===== src/rtl/vx_mem_rsp_router.sv =====
// Steers one L2 response stream to NUM_OUTPUTS L1 ports by the tag's low select bits, stripping them.
// One-cycle registered latency; each output has a 2-entry buffer so input ready never depends on rsp_ready.

module vx_mem_rsp_router_fifo2 #(
  parameter int WIDTH = 8
) (
  input  logic             clk,
  input  logic             reset_n,
  input  logic             push_vld_i,
  input  logic [WIDTH-1:0] push_dat_i,
  input  logic             pop_rdy_i,
  output logic             head_vld_o,
  output logic [WIDTH-1:0] head_dat_o,
  output logic             full_o
);
  logic [1:0]       count_q, count_d;
  logic [WIDTH-1:0] ent0_q, ent0_d;
  logic [WIDTH-1:0] ent1_q, ent1_d;
  logic             pop;

  assign head_vld_o = (count_q != 2'd0);
  assign head_dat_o = ent0_q;
  assign full_o     = (count_q == 2'd2);
  assign pop        = head_vld_o & pop_rdy_i;

  always_comb begin
    count_d = count_q + {1'b0, push_vld_i} - {1'b0, pop};
    ent0_d  = ent0_q;
    ent1_d  = ent1_q;
    if (pop) begin
      ent0_d = ent1_q;
    end
    // The write slot is the first free one after this cycle's pop has shifted the head.
    if (push_vld_i) begin
      if ((count_q == 2'd0) || ((count_q == 2'd1) && pop)) begin
        ent0_d = push_dat_i;
      end else begin
        ent1_d = push_dat_i;
      end
    end
  end

  always_ff @(posedge clk or negedge reset_n) begin
    if (!reset_n) begin
      count_q <= 2'd0;
    end else begin
      count_q <= count_d;
    end
  end

  always_ff @(posedge clk) begin
    ent0_q <= ent0_d;
    ent1_q <= ent1_d;
  end
endmodule

module vx_mem_rsp_router #(
  parameter int NUM_OUTPUTS   = 2,
  parameter int DATA_WIDTH    = 512,
  parameter int TAG_OUT_WIDTH = 16,
  parameter int SEL_BITS      = (NUM_OUTPUTS > 1) ? $clog2(NUM_OUTPUTS) : 0,
  parameter int TAG_IN_WIDTH  = TAG_OUT_WIDTH + SEL_BITS
) (
  input  logic                                clk,
  input  logic                                reset_n,
  input  logic                                mem_rsp_valid,
  input  logic [DATA_WIDTH-1:0]               mem_rsp_data,
  input  logic [TAG_IN_WIDTH-1:0]             mem_rsp_tag,
  output logic                                mem_rsp_ready,
  output logic [NUM_OUTPUTS-1:0]              rsp_valid,
  output logic [NUM_OUTPUTS*DATA_WIDTH-1:0]   rsp_data,
  output logic [NUM_OUTPUTS*TAG_OUT_WIDTH-1:0] rsp_tag,
  input  logic [NUM_OUTPUTS-1:0]              rsp_ready,
  output logic                                bad_sel,
  output logic [7:0]                          drop_count
);
  localparam int SELW  = (SEL_BITS > 0) ? SEL_BITS : 1;
  localparam int ENT_W = DATA_WIDTH + TAG_OUT_WIDTH;

  logic [SELW-1:0]          sel;
  logic                     sel_ok;
  logic                     sel_full;
  logic                     accept;
  logic                     drop;
  logic [TAG_OUT_WIDTH-1:0] tag_strip;
  logic [NUM_OUTPUTS-1:0]   full;
  logic                     bad_sel_q, bad_sel_d;
  logic [7:0]               drop_count_q, drop_count_d;

  generate
    if (SEL_BITS > 0) begin : g_sel
      assign sel = mem_rsp_tag[SEL_BITS-1:0];
    end else begin : g_nosel
      assign sel = '0;
    end
  endgenerate

  assign tag_strip = mem_rsp_tag[TAG_IN_WIDTH-1 -: TAG_OUT_WIDTH];
  assign sel_ok    = (32'(sel) < 32'(NUM_OUTPUTS));

  always_comb begin
    sel_full = 1'b0;
    for (int i = 0; i < NUM_OUTPUTS; i++) begin
      if (sel == SELW'(i)) sel_full = full[i];
    end
  end

  // Out-of-range indices are always accepted so a stray response can never wedge the return path.
  assign mem_rsp_ready = ~sel_ok | ~sel_full;
  assign accept        = mem_rsp_valid & mem_rsp_ready;
  assign drop          = accept & ~sel_ok;

  generate
    for (genvar i = 0; i < NUM_OUTPUTS; i++) begin : g_out
      logic [ENT_W-1:0] head_dat;

      vx_mem_rsp_router_fifo2 #(.WIDTH(ENT_W)) u_buf (
        .clk        (clk),
        .reset_n    (reset_n),
        .push_vld_i (accept & sel_ok & (sel == SELW'(i))),
        .push_dat_i ({mem_rsp_data, tag_strip}),
        .pop_rdy_i  (rsp_ready[i]),
        .head_vld_o (rsp_valid[i]),
        .head_dat_o (head_dat),
        .full_o     (full[i])
      );

      assign rsp_data[i*DATA_WIDTH +: DATA_WIDTH]       = head_dat[ENT_W-1 -: DATA_WIDTH];
      assign rsp_tag[i*TAG_OUT_WIDTH +: TAG_OUT_WIDTH]  = head_dat[TAG_OUT_WIDTH-1:0];
    end
  endgenerate

  always_comb begin
    bad_sel_d    = bad_sel_q | drop;
    drop_count_d = drop_count_q;
    if (drop && (drop_count_q != 8'hFF)) drop_count_d = drop_count_q + 8'd1;
  end

  always_ff @(posedge clk or negedge reset_n) begin
    if (!reset_n) begin
      bad_sel_q    <= 1'b0;
      drop_count_q <= 8'd0;
    end else begin
      bad_sel_q    <= bad_sel_d;
      drop_count_q <= drop_count_d;
    end
  end

  assign bad_sel    = bad_sel_q;
  assign drop_count = drop_count_q;
endmodule

===== config.mk =====
export PLATFORM = sky130hd
export DESIGN_NAME = vx_mem_rsp_router
export DESIGN_NICKNAME = d
export VERILOG_FILES = /design/src/rtl/vx_mem_rsp_router.sv
export SDC_FILE = /design/constraint.sdc
export NUM_CORES = 2
export LEC_CHECK = 0
export ABC_AREA = 1
export BUFFER_PORTS_ARGS = -buffer_cell sky130_fd_sc_hd__buf_2
export CAP_MARGIN = 20
export CORE_AREA = 2 2 625 627
export CTS_BUF_LIST = sky130_fd_sc_hd__clkbuf_16
export DETAILED_ROUTE_END_ITERATION = 7
export DIE_AREA = 0 0 627 629
export PLACE_DENSITY_LB_ADDON = 0.25
export SLEW_MARGIN = 20
export SYNTH_ARGS = -nofsm -noshare
export SYNTH_HDL_FRONTEND = slang
export SYNTH_SLANG_ARGS = --single-unit

===== constraint.sdc =====
create_clock -name clk -period 27 [get_ports clk]
set_input_delay 5.4 -clock clk [delete_from_list [all_inputs] [get_ports clk]]
set_output_delay 5.4 -clock clk [all_outputs]
set_load 0.05 [all_outputs]

==> flow_summary_export.csv <==
group,metric,value,unit
outcome,outcome,"completed",
critical_path,crit_type,"in2out",
logic_synthesis,ys_seq_elements,2116,
final_layout,area_growth,25.6,%
timing,clock_skew,0.0447,ns
grt,grt_max_degree,144,
critical_path,cp_max_fo,3,
critical_path,slowest_delay,0.27,ns
critical_path,ff2ff_setup_slack,21.16,ns
final_layout,regArea,53000,µm²
placement,gp_congestion,0.864,
routing,vias,65039,
final_layout,final.fill_count,42468,
routing,ant_nets,0,
critical_path,path_buf_inv,4,
clocking,path_clk_slew,0.06,ns
clocking,insertion_delay,0.89,ns
floorplanning,die_h,629,µm
floorplanning,die_w,627,µm
critical_path,cp-endpoint,"mem_rsp_ready",
critical_path,path_cells,"buf_2 > inv_1 > o21ai_0 > inv_1 > buf_2",
logic_synthesis,synthesis.area,80500,µm²
run,drv_cap,0,
timing,period_share,42.8,%
logic_synthesis,seq_area_frac_synth,65.8,%
clocking,tritoncts,"built",
floorplanning,die_area,394000,µm²
clocking,post-cts-setup-buffer-count,0,
timing,max_slew_margin,27.7,%
critical_path,worstPathArrival,6.15,ns
clocking,post_cts_resize_count,0,
timing,max_freq,0.0866,GHz
clocking,numCtsBuffers,263,
critical_path,slowest_stage,"o21ai_0",
critical_path,r2r_start,"g_out[1].u_buf.count_q[1]",
grt,grt-ovfl-total,0,
critical_path,path_delay_family,"buffers and inverters",
final_layout,multi_input_area,24400,µm²
grt,grt_antenna_before_repair,152,
power_and_ir_drop,power_leakage,46.9,nW
logic_synthesis,async_reset_ff_share,0.189,%
grt,grt_use_total,17.0,%
critical_path,cp-end-kind,"output pin",
final_layout,fin_nets,10930,
critical_path,reg2reg_depth,11,
final_layout,final_common_cell,"nand2_1",
power_and_ir_drop,vdd_ir_drop_max,0.0848,mV
routing,vias_per_cell,4.11,
logic_synthesis,synth_top_cell_by_area,"edfxtp_1",
clocking,clkSinkCount,2116,
worst_hold_path,hp-class,"reg2reg",
final_layout,layout-drive-gt1-share,19.2,%
logic_synthesis,synth_edf_count,1056,
timing,finalSetupViolCount,0,
placement,dp_cells,15323,
logic_synthesis,synthCells,8962,
logic_synthesis,ys_types,26,
final_layout,mostFrequentLayoutCells,"nand2_1 (5559), buf_2 (1592), edfxtp_1 (1056), dfxtp_1 (1056), o21ai_0 (547)",
timing,rsz0062_at_grt,"no",
logic_synthesis,synthTopCellsByArea,"edfxtp_1 (39%), dfxtp_1 (26%), nand2_1 (26%), o21ai_0 (3.4%), buf_2 (1.6%)",
placement,portBuffers,1592,
critical_path,start_kind,"input pin",
timing,worst_pin_slew,1.09,ns
critical_path,cp-startpoint,"mem_rsp_tag[0]",
timing,period_needed,11.55,ns
clocking,cts_root_buf,"clkbuf_16",
final_layout,instances_no_fill,15841,
logic_synthesis,synth_ff_type,"edfxtp_1",
power_and_ir_drop,power_density,148,nW/µm²
logic_synthesis,yosys_warnings,0,
timing,fin_setup_tns,0,ns
critical_path,r2r-end,"g_out[1].u_buf.ent1_q[388]",
grt,grt_pass1_wl,483000,µm
critical_path,critical_path_required,21.60,ns
routing,routed_wl,352000,µm
logic_synthesis,yosysTopAreaCellShare,39.4,%
clocking,cts_hold_buf,0,
floorplanning,coreArea,388000,µm²
placement,hpwlAfterDp,245000,µm
timing,holdWs,0.488,ns
worst_hold_path,hp-start,"g_out[1].u_buf.ent1_q[27]",
routing,drtPass1Iterations,5,
critical_path,worst-path-stages,5,
floorplanning,rows,229,
grt,grt_pass1_vias,59489,
timing,slew_violations,0,
floorplanning,initial_utilization,20.8,%
routing,drc,0,
placement,pre_cts_slack,15.48,ns
clocking,cts_max_level,5,
logic_synthesis,avgSynthCellArea,8.98,µm²
routing,initialDrtViolationCount,4031,
floorplanning,io_pins,1602,
timing,layout_setup_ws,15.45,ns
clocking,clock_path_buffers,4,
routing,wire_per_inst,22.2,µm
timing,hold_viol,0,
cells by family (layout without fill, tap and decap cells):
kind of cell               count (synthesis)  after routing  synth area share (%)
adders and majority gates                  4              4                0.0622
AOI/OAI and AO/OA                        659            659                  4.12
DFF                                     2116           2116                  65.8
other                                      1             48               0.00466
buffers and inverters                    609           2244                  4.01
xor gates and xnor gates                   4              4                0.0435
and+or+nand+nor                         5569           5569                  26.0
cell type report:
cell class              instances  share of cell area [%]
well taps                    5197                    6.43
clock buffers                 270                    6.68
flip-flops and latches       2116                    52.4
clock inverters               208                    1.31
repair buffers               1690                    8.68
multi-input cells            6245                    24.1
diodes                         39                  0.0965
inverters                      76                   0.306
per-stage QoR:
| stage | util [%] | total power, mW | area (µm²) |
|---|---|---|---|
| 2_1_floorplan | - | 9.64 | 80500 |
| 3_3_place_gp | 24.0 | 11.8 | 92900 |
| 3_5_place_dp | 24.0 | 11.8 | 92900 |
| 4_1_cts | 26.1 | 15.2 | 101000 |
| 5_1_grt | 26.1 | 15.8 | 101000 |
| 6_report | 26.1 | 15.0 | 101000 |
routing by layer:
metal  vias to the layer above  global-route usage, %  routed length, µm
li1                      31381                      -                  -
met1                     31019                   20.5             143000
met2                      1935                   29.2             170000
met3                       636                   4.24              23600
met4                        68                   6.41              14800
met5                         -                      0                418
worst min-delay path: stages (launching register included):
cell	delay, ns
edfxtp_1	0.31
nand2_1	0.05
nand2_1	0.05
nand2_1	0.04
nand2_1	0.04
registers in the layout, indices dropped and copies added, names as in the netlist:
register	count
g_out.u_buf.count_q	4
g_out.u_buf.ent1_q	1056
g_out.u_buf.head_dat_o	1056
where the power goes:
part | internal (mW) | leakage (nW) | switching [mW]
clock | 1.91 | 4.26 | 1.45
combinational | 1.24 | 24.0 | 5.47
sequential | 4.46 | 18.6 | 0.484
Yosys cell counts (10+ instances only):
cell         n
o21ai_0    547
buf_1       46
buf_6       46
clkbuf_1   109
buf_4       70
dfxtp_1   1056
o21ai_1    109
edfxtp_1  1056
inv_1       71
nand2_1   5560
buf_2      252
clkbuf_2    10
worst min-delay path by stage:
stage / slack (ns) / to / cells past startpoint
2_1_floorplan: 0.49 / g_out[1].u_buf.head_dat_o[0] / 4
3_3_place_gp: 0.50 / g_out[1].u_buf.head_dat_o[49] / 4
3_5_place_dp: 0.51 / g_out[1].u_buf.head_dat_o[302] / 4
4_1_cts: 0.49 / g_out[1].u_buf.head_dat_o[27] / 4
5_1_grt: 0.54 / g_out[1].u_buf.head_dat_o[364] / 4
6_report: 0.49 / g_out[1].u_buf.head_dat_o[27] / 4
(Power assumes the default switching activity.)
